`src/rtl/sd_cmd_phy.sv`:
```
// SD CMD-line PHY: sends a command frame with CRC7 and waits for the response start bit.
// It then captures a 48- or 136-bit response and reports completion, CRC status and timeout.
module sd_cmd_phy #(
    parameter int NCC_BITS = 8,
    parameter int NCR_MIN  = 2
) (
    input  logic         clk,
    input  logic         rst,
    input  logic         i_stb,
    input  logic         i_cmd_en,
    input  logic [39:0]  i_cmd,
    input  logic [7:0]   i_cmd_len,
    input  logic [7:0]   i_rsp_len,
    input  logic [15:0]  i_timeout,
    output logic         o_rsp_finished_en,
    output logic [135:0] o_rsp,
    output logic         o_crc_bad,
    output logic         o_timeout,
    output logic         o_busy,
    output logic         o_sd_cmd_dir,
    output logic         o_sd_cmd,
    input  logic         i_sd_cmd
);

    typedef enum logic [2:0] {
        ST_IDLE       = 3'd0,
        ST_TX         = 3'd1,
        ST_TURN       = 3'd2,
        ST_WAIT_START = 3'd3,
        ST_RX         = 3'd4,
        ST_CHECK      = 3'd5,
        ST_DONE       = 3'd6,
        ST_GAP        = 3'd7
    } state_t;

    localparam logic [7:0] NCC_LAST = 8'(NCC_BITS - 1);
    localparam logic [7:0] NCR_LAST = 8'(NCR_MIN - 1);

    // Bit-serial CRC7, polynomial x^7 + x^3 + 1
    function automatic logic [6:0] crc7_step(input logic [6:0] crc, input logic bit_in);
        logic fb;
        fb = crc[6] ^ bit_in;
        crc7_step = {crc[5:0], 1'b0} ^ (fb ? 7'h09 : 7'h00);
    endfunction

    state_t      state_r;
    logic [39:0] cmd_r;
    logic [7:0]  cmd_len_r;
    logic [7:0]  rsp_len_r;
    logic [7:0]  frame_len_r;
    logic        long_r;
    logic [15:0] timeout_r;
    logic [7:0]  bit_cnt_r;
    logic [16:0] tmo_cnt_r;
    logic [6:0]  crc_r;

    logic [8:0]  tx_idx_s;
    logic        tx_payload_s;
    logic        tx_last_s;
    logic        tx_bit_s;
    logic [7:0]  rx_n_s;
    logic        rx_in_crc_s;
    logic [16:0] tmo_next_s;
    logic [16:0] tmo_limit_s;
    logic [7:0]  frame_len_s;
    logic        abort_s;

    // Next-bit selection for the command frame: payload, then CRC7, then end bit
    always_comb begin
        tx_idx_s     = {1'b0, bit_cnt_r};
        tx_payload_s = (tx_idx_s < {1'b0, cmd_len_r});
        tx_last_s    = (tx_idx_s == ({1'b0, cmd_len_r} + 9'd7));
        if (tx_payload_s) begin
            tx_bit_s = cmd_r[39];
        end else if (!tx_last_s) begin
            tx_bit_s = crc_r[6];
        end else begin
            tx_bit_s = 1'b1;
        end
    end

    // Response bookkeeping: frame position, CRC coverage window and timeout limit
    always_comb begin
        rx_n_s      = bit_cnt_r + 8'd1;
        rx_in_crc_s = (rx_n_s >= (long_r ? 8'd9 : 8'd1)) && (rx_n_s <= (frame_len_r - 8'd8));
        tmo_next_s  = tmo_cnt_r + 17'd1;
        if (timeout_r == 16'd0) begin
            tmo_limit_s = 17'h10000;
        end else begin
            tmo_limit_s = {1'b0, timeout_r};
        end
        if (i_rsp_len == 8'd40) begin
            frame_len_s = 8'd48;
        end else if (i_rsp_len == 8'd136) begin
            frame_len_s = 8'd136;
        end else begin
            frame_len_s = i_rsp_len + 8'd8;
        end
    end

    // Abort applies only before the result is published
    always_comb begin
        case (state_r)
            ST_TX, ST_TURN, ST_WAIT_START, ST_RX, ST_CHECK: abort_s = !i_cmd_en;
            default:                                        abort_s = 1'b0;
        endcase
    end

    // Transaction FSM with registered line and status outputs
    always_ff @(posedge clk or posedge rst) begin
        if (rst) begin
            state_r           <= ST_IDLE;
            cmd_r             <= 40'd0;
            cmd_len_r         <= 8'd0;
            rsp_len_r         <= 8'd0;
            frame_len_r       <= 8'd0;
            long_r            <= 1'b0;
            timeout_r         <= 16'd0;
            bit_cnt_r         <= 8'd0;
            tmo_cnt_r         <= 17'd0;
            crc_r             <= 7'd0;
            o_rsp_finished_en <= 1'b0;
            o_rsp             <= 136'd0;
            o_crc_bad         <= 1'b0;
            o_timeout         <= 1'b0;
            o_busy            <= 1'b0;
            o_sd_cmd_dir      <= 1'b0;
            o_sd_cmd          <= 1'b1;
        end else if (abort_s) begin
            state_r           <= ST_GAP;
            bit_cnt_r         <= 8'd0;
            o_sd_cmd_dir      <= 1'b0;
            o_sd_cmd          <= 1'b1;
            o_crc_bad         <= 1'b0;
            o_timeout         <= 1'b0;
            o_rsp_finished_en <= 1'b0;
            o_busy            <= 1'b1;
        end else begin
            case (state_r)
                ST_IDLE: begin
                    if (i_cmd_en) begin
                        state_r           <= ST_TX;
                        cmd_r             <= i_cmd;
                        cmd_len_r         <= i_cmd_len;
                        rsp_len_r         <= i_rsp_len;
                        frame_len_r       <= frame_len_s;
                        long_r            <= (i_rsp_len == 8'd136);
                        timeout_r         <= i_timeout;
                        bit_cnt_r         <= 8'd0;
                        tmo_cnt_r         <= 17'd0;
                        crc_r             <= 7'd0;
                        o_rsp             <= 136'd0;
                        o_crc_bad         <= 1'b0;
                        o_timeout         <= 1'b0;
                        o_rsp_finished_en <= 1'b0;
                        o_busy            <= 1'b1;
                    end
                end
                ST_TX: begin
                    if (i_stb) begin
                        o_sd_cmd_dir <= 1'b1;
                        o_sd_cmd     <= tx_bit_s;
                        if (tx_payload_s) begin
                            cmd_r     <= {cmd_r[38:0], 1'b0};
                            crc_r     <= crc7_step(crc_r, cmd_r[39]);
                            bit_cnt_r <= bit_cnt_r + 8'd1;
                        end else if (!tx_last_s) begin
                            crc_r     <= {crc_r[5:0], 1'b0};
                            bit_cnt_r <= bit_cnt_r + 8'd1;
                        end else begin
                            // CRC register is reused to accumulate the response CRC
                            crc_r     <= 7'd0;
                            bit_cnt_r <= 8'd0;
                            state_r   <= ST_TURN;
                        end
                    end
                end
                ST_TURN: begin
                    if (i_stb) begin
                        o_sd_cmd_dir <= 1'b0;
                        o_sd_cmd     <= 1'b1;
                        if (rsp_len_r == 8'd0) begin
                            state_r <= ST_DONE;
                        end else if (bit_cnt_r >= NCR_LAST) begin
                            state_r   <= ST_WAIT_START;
                            tmo_cnt_r <= 17'd0;
                            bit_cnt_r <= 8'd0;
                        end else begin
                            bit_cnt_r <= bit_cnt_r + 8'd1;
                        end
                    end
                end
                ST_WAIT_START: begin
                    if (i_stb) begin
                        if (!i_sd_cmd) begin
                            // Start bit is a zero; CRC of a leading zero from zero is zero
                            o_rsp     <= {o_rsp[134:0], 1'b0};
                            bit_cnt_r <= 8'd1;
                            state_r   <= ST_RX;
                        end else if (tmo_next_s == tmo_limit_s) begin
                            o_timeout <= 1'b1;
                            state_r   <= ST_DONE;
                        end else begin
                            tmo_cnt_r <= tmo_next_s;
                        end
                    end
                end
                ST_RX: begin
                    if (i_stb) begin
                        o_rsp     <= {o_rsp[134:0], i_sd_cmd};
                        bit_cnt_r <= rx_n_s;
                        if (rx_in_crc_s) begin
                            crc_r <= crc7_step(crc_r, i_sd_cmd);
                        end
                        if (rx_n_s == frame_len_r) begin
                            state_r <= ST_CHECK;
                        end
                    end
                end
                ST_CHECK: begin
                    o_crc_bad <= (crc_r != o_rsp[7:1]) || !o_rsp[0];
                    state_r   <= ST_DONE;
                end
                ST_DONE: begin
                    if (!i_cmd_en) begin
                        o_rsp_finished_en <= 1'b0;
                        bit_cnt_r         <= 8'd0;
                        state_r           <= ST_GAP;
                    end else begin
                        o_rsp_finished_en <= 1'b1;
                    end
                end
                ST_GAP: begin
                    o_sd_cmd_dir <= 1'b0;
                    o_sd_cmd     <= 1'b1;
                    if (i_stb) begin
                        if (bit_cnt_r >= NCC_LAST) begin
                            bit_cnt_r <= 8'd0;
                            o_busy    <= 1'b0;
                            state_r   <= ST_IDLE;
                        end else begin
                            bit_cnt_r <= bit_cnt_r + 8'd1;
                        end
                    end
                end
                default: begin
                    state_r      <= ST_IDLE;
                    o_busy       <= 1'b0;
                    o_sd_cmd_dir <= 1'b0;
                    o_sd_cmd     <= 1'b1;
                end
            endcase
        end
    end

endmodule
```
`config.mk`:
```
export PLATFORM = sky130hd
export DESIGN_NAME = sd_cmd_phy
export DESIGN_NICKNAME = d
export VERILOG_FILES = /design/src/rtl/sd_cmd_phy.sv
export SDC_FILE = /design/constraint.sdc
export NUM_CORES = 1
export LEC_CHECK = 0
export BUFFER_PORTS_ARGS = -buffer_cell sky130_fd_sc_hd__buf_4
export CORE_UTILIZATION = 60
export DETAILED_ROUTE_END_ITERATION = 8
export GPL_TIMING_DRIVEN = 0
export PLACE_DENSITY = 0.95
export SETUP_SLACK_MARGIN = 0.2
export SLEW_MARGIN = 25
export SYNTH_ARGS = -nofsm -noshare
export SYNTH_HDL_FRONTEND = slang
export SYNTH_SLANG_ARGS = --single-unit
```
`constraint.sdc`:
```
create_clock -name clk -period 14.25 [get_ports clk]
set_input_delay 3.5625 -clock clk [delete_from_list [all_inputs] [get_ports clk]]
set_output_delay 3.5625 -clock clk [all_outputs]
set_load 0.1 [all_outputs]
```
==> results of run 1 <==
## synthesized netlist by cell type (all sizes together), types with 8 or more instances
library cell,count,area (µm²)
clkbuf,68,255
inv,27,101
mux2i,42,420
nor3,17,85.1
ha,24,300
nor2b,13,81.3
nand3,22,120
nand4,15,115
nor2,70,263
nand2,419,1570
nand2b,8,50.1
xor2,19,166
dfrtp,257,6430
o311ai,13,114
o21ai,169,846
a21oi,59,299
nor4,13,81.3
a22o,9,78.8
o31ai,17,128
buf,28,136
xnor2,40,350
## tightest hold or removal path: cells and delay by family, from the launching register on
family	cells	cell delay, ns
flip-flops	1	0.35
AND/OR/NAND/NOR	2	0.10
## stage by stage
stage | std cells | utilization [%]
6_report | 1995 | 75.5
5_1_grt | 1995 | 75.5
4_1_cts | 1995 | 75.5
3_5_place_dp | 1946 | 70.9
3_3_place_gp | 1944 | 70.5
2_1_floorplan | 1452 | -
## layout make-up
| cell class | instances | area share [%] |
|---|---|---|
| clock inverters | 10 | 1.06 |
| clock buffers | 39 | 5.06 |
| multi-input cells | 1070 | 37.2 |
| inverters | 28 | 0.710 |
| flip-flops and latches | 258 | 40.7 |
| repair buffers | 219 | 10.6 |
| well taps | 275 | 2.17 |
| plain buffers | 96 | 2.47 |
## layer usage
metal	vias to the layer above	share of wire (%)	global-route usage (%)
met4	0	4.8	14.6
met3	127	7.9	6.32
met2	530	48	53.5
met5	-	0	0
met1	5723	39	41.3
li1	5467	-	-
## worst paths after layout
check	from	end	cells past startpoint
worst max-delay path	i_sd_cmd	o_rsp[65]	10
min in group asynchronous	rst	o_rsp[73]	2
worst min-delay path	rsp_len_r[7]	rsp_len_r[7]	2
worst max register to register	state_r[2]	o_rsp[63]	8
worst min register to register	rsp_len_r[7]	rsp_len_r[7]	2
max in group asynchronous	rst	cmd_r[11]	3
## flip-flops by register name, indices dropped and copies added (netlist names)
name	flops
o_rsp	136
cmd_len_r	8
o_busy	1
tmo_cnt_r	17
frame_len_r	8
rsp_len_r	8
timeout_r	16
bit_cnt_r	8
crc_r	7
o_crc_bad	1
o_sd_cmd_dir	1
o_timeout	1
o_sd_cmd	1
state_r	3
o_rsp_finished_en	1
long_r	1
cmd_r	40
## cells by family after synthesis
logic type               after synthesis  share of synthesized area (%)
multiplexers                          43                           3.36
AO/OA/AOI/OAI                        327                           15.3
flip-flops                           258                           50.2
adder cells (fa/ha/maj)               24                           2.34
AND/OR/NAND/NOR                      617                           20.8
buffers and inverters                124                           3.86
XOR/XNOR                              59                           4.02
==> out/metrics.sh, run 1 <==
SYNTH.CELL_AREA_UM2=12900
CRITPATHLAUNCHTYPE='input pin'
VIAS=11800
TIMING.SETUP.TNS_NS=0
WORST_EP_REQUIRED_TIME_NS=14.69
SETUP.WORST_PATH.END_CLASS='register'
CLOCK_SINKS=258
DRTITER0DRC=809
WORST-SLEW-PIN-TRANSITION_NS=0.945
LARGEST_NET_DEGREE_AT_THE_START_OF_GLOBAL_ROUTING=101
POST_SYNTH_NUM_CELL_TYPES=76
FINAL_NETS=1802
MOST-COMMON-LAYOUT-CELLS='nand2_1, dfrtp_1, buf_4'
DRT_DRC_VIOLATIONS_LEFT=0
CTS-BUFFERS-INSERTED=28
MAX_SLEW_MARGIN_PCT=36.5
ROWS=53
CTS.ROOT.BUFFER_CELL='clkbuf_16'
CORE-AREA_UM2=21000
WORST-PATH-BUF-INV=5
CLOCK_SKEW_NS=0.0164
TIMING.HOLD.WS_NS=0.484
FP.DIEW_UM=148
HOLD_PATH.CLASS='reg2reg'
STATUS='completed'
FIN_CRIT_NS=5.38
NUMBER_OF_HOLD_VIOLATIONS_IN_THE_FINAL_REPORT=0
SYN_AREA_PER_CELL_UM2=8.85
GRT_PASS1_VIAS=11700
POSTSYNTHCELLCOUNT=1452
CLK-INSERTION-DELAY-LATE_NS=0.55
FINAL-SETUP-VIOL-COUNT=0
CRITICAL_PATH_ARRIVAL_NS=5.82
N_ANTENNA_CELL=0
GRT_FIRST_PASS_WIRELENGTH_UM=57900
CP_CELL_SEQUENCE='buf_4, inv_1, a31oi_1, o22ai_1, nand2_1, clkbuf_1, clkbuf_1, clkbuf_1, nand2_1, o21ai_0'
TIMING.CRITICAL_PATH.MAX_DELAY_FAMILY='buffers and inverters'
CTS_HOLD_REPAIR.BUFFERS=0
GLOBALPLACE.CONGESTION=0.939
ASYNC_SET_OR_RESET_FLOP_FRACTION_IN_THE_SYNTHESIZED_NETLIST_PCT=100
POSTCTSRESIZEDCELLS=0
DETAIL_ROUTE.FIRST_PASS.ITERATIONS=5
MULTI_INPUT_AREA_UM2=5900
SYNTH_FP_NETS=1553
HPWL_AFTER_DETAILED_PLACEMENT_UM=24500
CLOCK_TREE.HTREE_LEVEL_COUNT=1
CPMAXSTAGEDELAYCELL='clkbuf_1'
ANT_NETS=0
FP.DIEH_UM=148
SEQUENTIAL_CELL_AREA_UM2=6460
AVGVIACOUNTPERCELL=5.94
FINALWIRELENGTH_UM=35700
FINAL_CELL_AREA_UM2=15900
YOSYS_REGISTER_BITS=258
IO_PINS=219
WORSTPATHMAXFANOUT=10
TIMING.MAX_CAP.VIOLATIONS=0
PREVAILING_POST_SYNTH_REGISTER_CELL='dfrtp_1'
REG2REG_SETUP_SLACK_NS=10.93
CTSLONGESTPATHBUFFERS=3
CPMOSTUSEDCELL='clkbuf_1'
AGGREGATE_GLOBAL_ROUTE_RESOURCE_USAGE_PCT=32.4
SYNTH_SEQ_AREA_SHARE_PCT=50.2
CTS.CLK_SLEW.WORST_PATHS_NS=0.06
CLOCK.FMAX_MHz=186
SYNTH_WARNINGS=0
FILLER_CELL_COUNT=1417
TIMING_MAX_TRANSITION_VIOLATIONS_FINAL=0
GRT_SETUP_UNREPAIRED='no'
CLOCK_TREE_FROM_TRITONCTS='done'
POST-CTS-SETUP-BUFFER-COUNT=0
ANTENNA_FOUND_INITIAL=0
LAYOUT.CELLS.MOST_COMMON='nand2_1'
DELAY_OF_THE_SLOWEST_CELL_ON_THE_WORST_PATH_NS=0.52
INITIAL_STANDARD_CELL_UTILIZATION_OF_THE_CORE_PCT=61.1
GLOBAL_ROUTE.OVERFLOW_TOTAL=0
NUMBER_OF_FLOPS_MAPPED_TO_ENABLE_CELLS_BY_YOSYS=0
IO_BUFFER_COUNT=217
SETUP.WORST_PATH.CLASS='in2reg'
SYN_TO_FINAL_GROWTH_PCT=23.4
SETUP_WS_NS=8.87
DIE-AREA_UM2=22000
FRACTION_OF_FINAL_LAYOUT_CELLS_WITH_DRIVE_STRENGTH_GREATER_THAN_1_PCT=17.3
ROUTE.DETAILED.WL_PER_INST_UM=17.9
PLACEDINSTANCEAREA_UM2=14900
SHARE_OF_THE_CLOCK_PERIOD_USED_BY_THE_WORST_PATH_AFTER_LAYOUT_PCT=37.7
POST-PLACE-WS_NS=8.38
Power of run 1 is left out: the tool's default activity adds up to more than one toggle a clock period on the data nets, which glitch-free logic cannot reach.
==> inputs of run 2 (changes only) <==
Settings changed: CORE_UTILIZATION 60 to 51, PLACE_DENSITY 0.95 to 0.87.
Clock period 14.25 ns to 4.55 ns, I/O delays scaled along.
==> run 2 against run 1 <==
Count of clock-buffer cells in the layout up 5. First-iteration DRC count grew 17%. Register-to-register slack lost 9.7 ns. Critical path type is now reg2reg. Largest cell class unchanged. Highest routed layer unchanged.
==> out/metrics.sh, run 2 (synthesized netlist as in run 1, its figures left out) <==
STATUS='completed'
DRTITER0DRC=945  # +17%
STDCELL_COUNT=2054  # +3.0%
MAX_SLEW_MARGIN_PCT=36.9  # +0.40 points
FIN_TOTAL_PWR_mW=13.6
FINALWIRELENGTH_UM=35000  # -1.8%
FRACTION_OF_FINAL_LAYOUT_CELLS_WITH_DRIVE_STRENGTH_GREATER_THAN_1_PCT=17.8  # +0.48 points
CRITICAL_PATH_ARRIVAL_NS=3.83  # -1.99 ns
REG2REG_SETUP_SLACK_NS=1.22  # -9.71 ns
SETUP.WORST_PATH.END_CLASS='register'
FILLER_CELL_COUNT=1968  # +39%
GLOBALPLACE.CONGESTION=0.903  # -3.8%
GRT_SETUP_UNREPAIRED='no'
WORST-SLEW-PIN-TRANSITION_NS=0.941  # -0.00383 ns
PLACED_CELLS_INCL_TAPS=2002  # +2.9%
N_ANTENNA_CELL=0  # unchanged
LARGEST_REG_FLOPS=136  # unchanged
POWER.STATIC_LEAKAGE_nW=7.25
CORE-AREA_UM2=24500  # +17%
AGGREGATE_GLOBAL_ROUTE_RESOURCE_USAGE_PCT=27.1  # -5.3 points
POSTCTSRESIZEDCELLS=0  # unchanged
DIE-AREA_UM2=25800  # +17%
TIMING.HOLD.WS_NS=0.481  # -0.00287 ns
GRT_PASS1_VIAS=11500  # -1.4%
BIGGESTREGSBYFLOPS='o_rsp x136, cmd_r x40, tmo_cnt_r x17'
IO_PINS=219  # unchanged
POWER.DENSITY_nW_PER_UM2=844
CTSLONGESTPATHBUFFERS=3  # unchanged
CTS_HOLD_REPAIR.BUFFERS=0  # unchanged
END_OF_THE_WORST_REGISTER_TO_REGISTER_PATH='crc_r[4]'
NUMBER_OF_HOLD_VIOLATIONS_IN_THE_FINAL_REPORT=0  # unchanged
CLOCK_SINKS=258  # unchanged
MOST-COMMON-LAYOUT-CELLS='nand2_1, dfrtp_1, buf_4'
DRT_DRC_VIOLATIONS_LEFT=0  # unchanged
WORST_EP_REQUIRED_TIME_NS=5.04  # -9.65 ns
SHARE_OF_THE_CLOCK_PERIOD_USED_BY_THE_WORST_PATH_AFTER_LAYOUT_PCT=73.3
CLOCK.FMAX_MHz=300
CTS.CLK_SLEW.WORST_PATHS_NS=0.06  # about the same
GLOBAL_ROUTE.OVERFLOW_TOTAL=0  # unchanged
FIN_CRIT_NS=3.33
FINAL-SETUP-VIOL-COUNT=0  # unchanged
TIMING.SETUP.TNS_NS=0  # unchanged
WORSTPATHMAXFANOUT=9  # -1
SETUP.WORST_PATH.CLASS='reg2reg'
HP-START='o_rsp[135]'
ROWS=57  # +7.5%
TIMING_MAX_TRANSITION_VIOLATIONS_FINAL=0  # unchanged
POST-PLACE-WS_NS=0.980  # -7.40 ns
LAYOUT.CELLS.MOST_COMMON='nand2_1'
TOP_REGISTER='o_rsp'
SETUP_WS_NS=1.22  # -7.66 ns
CLK-INSERTION-DELAY-LATE_NS=0.56  # about the same
GRT_FIRST_PASS_WIRELENGTH_UM=57500  # -0.63%
CLOCK_SKEW_NS=0.0196  # +0.00323 ns
LARGEST_NET_DEGREE_AT_THE_START_OF_GLOBAL_ROUTING=32  # -68%
FP.DIEH_UM=161  # +8.4%
MAX-VDD-IR-DROP_V=0.000714
REG2REGPATHDEPTH=12  # +4
IO_BUFFER_COUNT=217  # unchanged
CTS.ROOT.BUFFER_CELL='clkbuf_16'
SYN_TO_FINAL_GROWTH_PCT=25.5
CTS-BUFFERS-INSERTED=29  # +3.6%
ANT_NETS=0  # unchanged
VIAS=11600  # -2.2%
POST-CTS-SETUP-BUFFER-COUNT=0  # unchanged
ANTENNA_FOUND_INITIAL=0  # unchanged
SETUP.WORST_PATH.START='bit_cnt_r[3]'
CRITICAL_PATH.REG2REG.STARTPOINT='bit_cnt_r[3]'
CRIT_END='crc_r[4]'
CLOCK_TREE.HTREE_LEVEL_COUNT=1  # unchanged
CLOCK_TREE_FROM_TRITONCTS='done'
INITIAL_STANDARD_CELL_UTILIZATION_OF_THE_CORE_PCT=52.4  # -8.8 points
HOLD_PATH.CLASS='reg2reg'
AVGVIACOUNTPERCELL=5.64  # -5.0%
ROUTE.DETAILED.WL_PER_INST_UM=17.1  # -4.6%
TIMING.MAX_CAP.VIOLATIONS=0  # unchanged
HPWL_AFTER_DETAILED_PLACEMENT_UM=25100  # +2.2%
FP.DIEW_UM=161  # +8.4%
CRITPATHLAUNCHTYPE='register'
FINAL_NETS=1810  # +0.44%
DETAIL_ROUTE.FIRST_PASS.ITERATIONS=6  # +1
[run 2: worst min-delay path by stage]
stage / end / slack, ns / cells past startpoint
CTS: o_rsp[135] / 0.49 / 2
floorplan: rsp_len_r[7] / 0.45 / 2
global route: o_rsp[135] / 0.50 / 2
detailed placement: rsp_len_r[5] / 0.47 / 2
finish: o_rsp[135] / 0.48 / 2
global placement: rsp_len_r[4] / 0.46 / 2
[run 2: critical path, cell delays in order (launching register included)]
cell and delay (ns):
dfrtp_1 0.38, buf_2 0.20, nand3_1 0.18, or3_1 0.47
xnor2_1 0.36, ha_1 0.33, a21oi_1 0.17, o21ai_0 0.14
o21ai_0 0.19, a21o_1 0.15, a41oi_4 0.22, a21oi_2 0.31
a22o_1 0.18
[run 2: per-layer routing]
| layer | track usage, % | vias up | wire length, µm |
|---|---|---|---|
| li1 | - | 5488 | - |
| met1 | 35.0 | 5592 | 14600 |
| met2 | 44.2 | 428 | 16300 |
| met3 | 6.66 | 84 | 2830 |
| met4 | 9.69 | 0 | 1250 |
| met5 | 0 | - | 0 |
[run 2: power breakdown]
| group | internal, mW | switching [mW] |
|---|---|---|
| Clock | 1.56 | 0.961 |
| Combinational | 1.70 | 5.46 |
| Sequential | 3.16 | 0.774 |
| Total | 6.42 | 7.19 |
[run 2: final cells by class]
cell class	count	area, µm²	area share, %
well taps	324	405	2.51
repair buffers	226	1820	11.3
clock buffers	44	882	5.47
clock inverters	8	159	0.985
plain buffers	96	392	2.43
flip-flops and latches	258	6460	40.0
multi-input cells	1070	5900	36.6
inverters	28	109	0.675
[run 2: through the flow]
stage | utilization, % | cell area (µm²)
floorplan | - | 12900
global placement | 60.7 | 14900
detailed placement | 61.5 | 15100
CTS | 65.7 | 16100
global route | 65.7 | 16100
finish | 65.7 | 16100
(Power assumes the default switching activity.)
==> inputs of run 3 (changes only) <==
Clock period 4.55 ns to 2.71 ns, I/O delays scaled along.
==> run 3 against run 2 <==
First-iteration DRC count grew 44%. Critical path depth is the same. Routed wire length increased by 13%. The run now ends with negative setup slack left. Largest cell class is now multi-input combinational cells. Critical endpoint unchanged. Largest power group unchanged. Global-route usage grew 1.7 points. Clock power up 59%. Worst hold slack got worse by 0.33 ns. Design area up 7.5%. Clock skew down 0.0060 ns.
==> out/metrics.sh, run 3 (synthesized netlist as in run 1, its figures left out) <==
IO_BUFFER_COUNT=217  # unchanged
PLACEDINSTANCEAREA_UM2=15200  # +0.61%
CP_CELL_SEQUENCE='buf_4, buf_6, inv_2, ha_1, ha_1, nor2b_1, o21a_1, o21ai_0, a21o_1, a41oi_4, buf_12, a22o_1'
DRTITER0DRC=1363  # +44%
MAX-VDD-IR-DROP_V=0.00137  # +92%
FRACTION_OF_FINAL_LAYOUT_CELLS_WITH_DRIVE_STRENGTH_GREATER_THAN_1_PCT=27.7  # +9.9 points
DELAY_OF_THE_SLOWEST_CELL_ON_THE_WORST_PATH_NS=0.47  # about the same
GRT_PASS1_VIAS=12100  # +5.0%
POWER.STATIC_LEAKAGE_nW=7.72  # +6.5%
VIAS=12500  # +7.4%
LAYOUT.CELLS.MOST_COMMON='nand2_1'
MAX_SLEW_MARGIN_PCT=47.8  # +11 points
GRT_SETUP_UNREPAIRED='yes'
PLACED_CELLS_INCL_TAPS=2003  # +0.050%
BIGGESTREGSBYFLOPS='o_rsp x136, cmd_r x40, tmo_cnt_r x17'
CTS-BUFFERS-INSERTED=28  # -3.4%
INITIAL_STANDARD_CELL_UTILIZATION_OF_THE_CORE_PCT=52.4  # unchanged
DIE-AREA_UM2=25800  # unchanged
CLOCK_TREE_FROM_TRITONCTS='done'
WORST-SLEW-PIN-TRANSITION_NS=0.777  # -0.164 ns
HOLD_PATH.CLASS='in2async'
FIN_TOTAL_PWR_mW=23.8  # +75%
CORE-AREA_UM2=24500  # unchanged
SETUP.WORST_PATH.CLASS='reg2reg'
FP.DIEW_UM=161  # unchanged
TIMING_MAX_TRANSITION_VIOLATIONS_FINAL=0  # unchanged
LARGEST_REG_FLOPS=136  # unchanged
ANT_NETS=0  # unchanged
FP.DIEH_UM=161  # unchanged
FINALWIRELENGTH_UM=39600  # +13%
TIMING.HOLD.WS_NS=0.147  # -0.334 ns
WORST-PATH-BUF-INV=4  # +3
FINAL_NETS=1861  # +2.8%
VIOLATIONS='negative setup slack'
CRITPATHLAUNCHTYPE='register'
GLOBALPLACE.CONGESTION=0.938  # +3.9%
AGGREGATE_GLOBAL_ROUTE_RESOURCE_USAGE_PCT=28.7  # +1.7 points
CPMAXSTAGEDELAYCELL='dfrtp_2'
CLK-INSERTION-DELAY-LATE_NS=0.54  # -0.02 ns
N_ANTENNA_CELL=0  # unchanged
ROUTE.DETAILED.WL_PER_INST_UM=18.8  # +10%
POWER.DENSITY_nW_PER_UM2=1380  # +63%
LARGEST_NET_DEGREE_AT_THE_START_OF_GLOBAL_ROUTING=33  # +3.1%
CLOCK_SKEW_NS=0.0136  # -0.00605 ns
ANTENNA_FOUND_INITIAL=0  # unchanged
TIMING.SETUP.TNS_NS=-1.66  # -1.66 ns
SHARE_OF_THE_CLOCK_PERIOD_USED_BY_THE_WORST_PATH_AFTER_LAYOUT_PCT=107  # +33 points
CLOCK.FMAX_MHz=346  # +15%
GRT_FIRST_PASS_WIRELENGTH_UM=61000  # +6.0%
CRITICAL_PATH_ARRIVAL_NS=3.32  # -0.51 ns
CTS.ROOT.BUFFER_CELL='clkbuf_16'
SYN_TO_FINAL_GROWTH_PCT=34.8
GLOBAL_ROUTE.OVERFLOW_TOTAL=0  # unchanged
DETAIL_ROUTE.FIRST_PASS.ITERATIONS=5  # -1
WORST_EP_REQUIRED_TIME_NS=3.14  # -1.90 ns
CTS.CLK_SLEW.WORST_PATHS_NS=0.07  # about the same
IO_PINS=219  # unchanged
CPMOSTUSEDCELL='ha_1'
HPWL_AFTER_DETAILED_PLACEMENT_UM=25400  # +1.4%
AVGVIACOUNTPERCELL=5.91  # +4.8%
CLOCK_TREE.HTREE_LEVEL_COUNT=1  # unchanged
CLOCK_SINKS=258  # unchanged
SETUP.WORST_PATH.END_CLASS='register'
FINAL_CELL_AREA_UM2=17300  # +7.5%
FIN_CRIT_NS=2.89  # -0.442 ns
SETUP_WS_NS=-0.183  # -1.40 ns
TIMING.CRITICAL_PATH.MAX_DELAY_FAMILY='compound AO/OA/AOI/OAI gates'
WORSTPATHMAXFANOUT=6  # -3
TOP_REGISTER='o_rsp'
MOST-COMMON-LAYOUT-CELLS='nand2_1, buf_4, dfrtp_1'
ROWS=57  # unchanged
NUMBER_OF_HOLD_VIOLATIONS_IN_THE_FINAL_REPORT=0  # unchanged
STATUS='finished, violations left'
DRT_DRC_VIOLATIONS_LEFT=0  # unchanged
CTSLONGESTPATHBUFFERS=3  # unchanged
STDCELL_COUNT=2106  # +2.5%
TIMING.MAX_CAP.VIOLATIONS=0  # unchanged
FINAL-SETUP-VIOL-COUNT=16  # +16
run 3: cell types whose count changed in the layout (fill, tap and decap cells not counted), sizes merged:
cell / change
buf: +49
clkinv: +8
clkbuf: -7
clkinvlp: +3
inv: -2
nand3: +1
run 3: final cells by class:
cell class | instances | area, µm²
tap | 324 | 405
inverter | 28 | 115
clock buffer | 35 | 767
timing repair buffer | 277 | 2280
sequential | 258 | 6470
multi-input combinational | 1071 | 6550
fill | 1752 | 7200
buffer | 96 | 546
clock inverter | 17 | 201
run 3: final timing paths:
kind | startpoint | endpoint | slack [ns] | cells past startpoint
worst max-delay path | bit_cnt_r[0] | crc_r[4] | -0.18 | 12
worst min-delay path | rst | o_rsp[15] | 0.15 | 2
worst max register to register | bit_cnt_r[0] | crc_r[4] | -0.18 | 12
worst min register to register | o_rsp[135] | o_rsp[135] | 0.50 | 2
max in group asynchronous | rst | o_sd_cmd | 1.61 | 5
min in group clk | i_timeout[8] | timeout_r[8] | 0.34 | 3
run 3: repair_timing:
item	CTS	global route
buffers inserted	27	22
cloned	1	1
setup endpoints to repair	215	192
gates resized for setup	112	115
hold buffers	0	0
pin swaps	26	25
run 3: stage by stage:
| stage | utilization (%) | setup slack (ns) |
|---|---|---|
| after detailed placement | 61.9 | -0.552 |
| after global placement | 60.9 | -2.84 |
| after CTS | 68.3 | -0.151 |
| final | 70.6 | -0.183 |
| after global routing | 70.6 | -0.220 |
| after floorplan | - | -1.37 |
run 3: per-layer routing:
metal	part of all wire [%]	track usage, %	vias up	routed length [µm]
met5	0	0	-	0
met4	4.8	10.9	0	1900
met3	8.9	6.07	168	3530
met2	47	46.9	666	18800
met1	39	37.6	6021	15400
li1	-	-	5599	-
run 3: worst reg2reg max path, delay by kind of cell (launching register included):
kind	cells	cell delay, ns
adder cells (fa/ha/maj)	2	0.60
AO/OA/AOI/OAI	5	0.96
AND/OR/NAND/NOR	1	0.15
flip-flops	1	0.47
buffers and inverters	4	0.60
run 3: power breakdown:
group / total, mW / switching (mW) / leakage [nW] / internal [mW]
clock network: 4.01 / 1.62 / 0.480 / 2.39
registers: 6.70 / 1.38 / 3.35 / 5.31
logic: 13.1 / 9.77 / 3.89 / 3.37
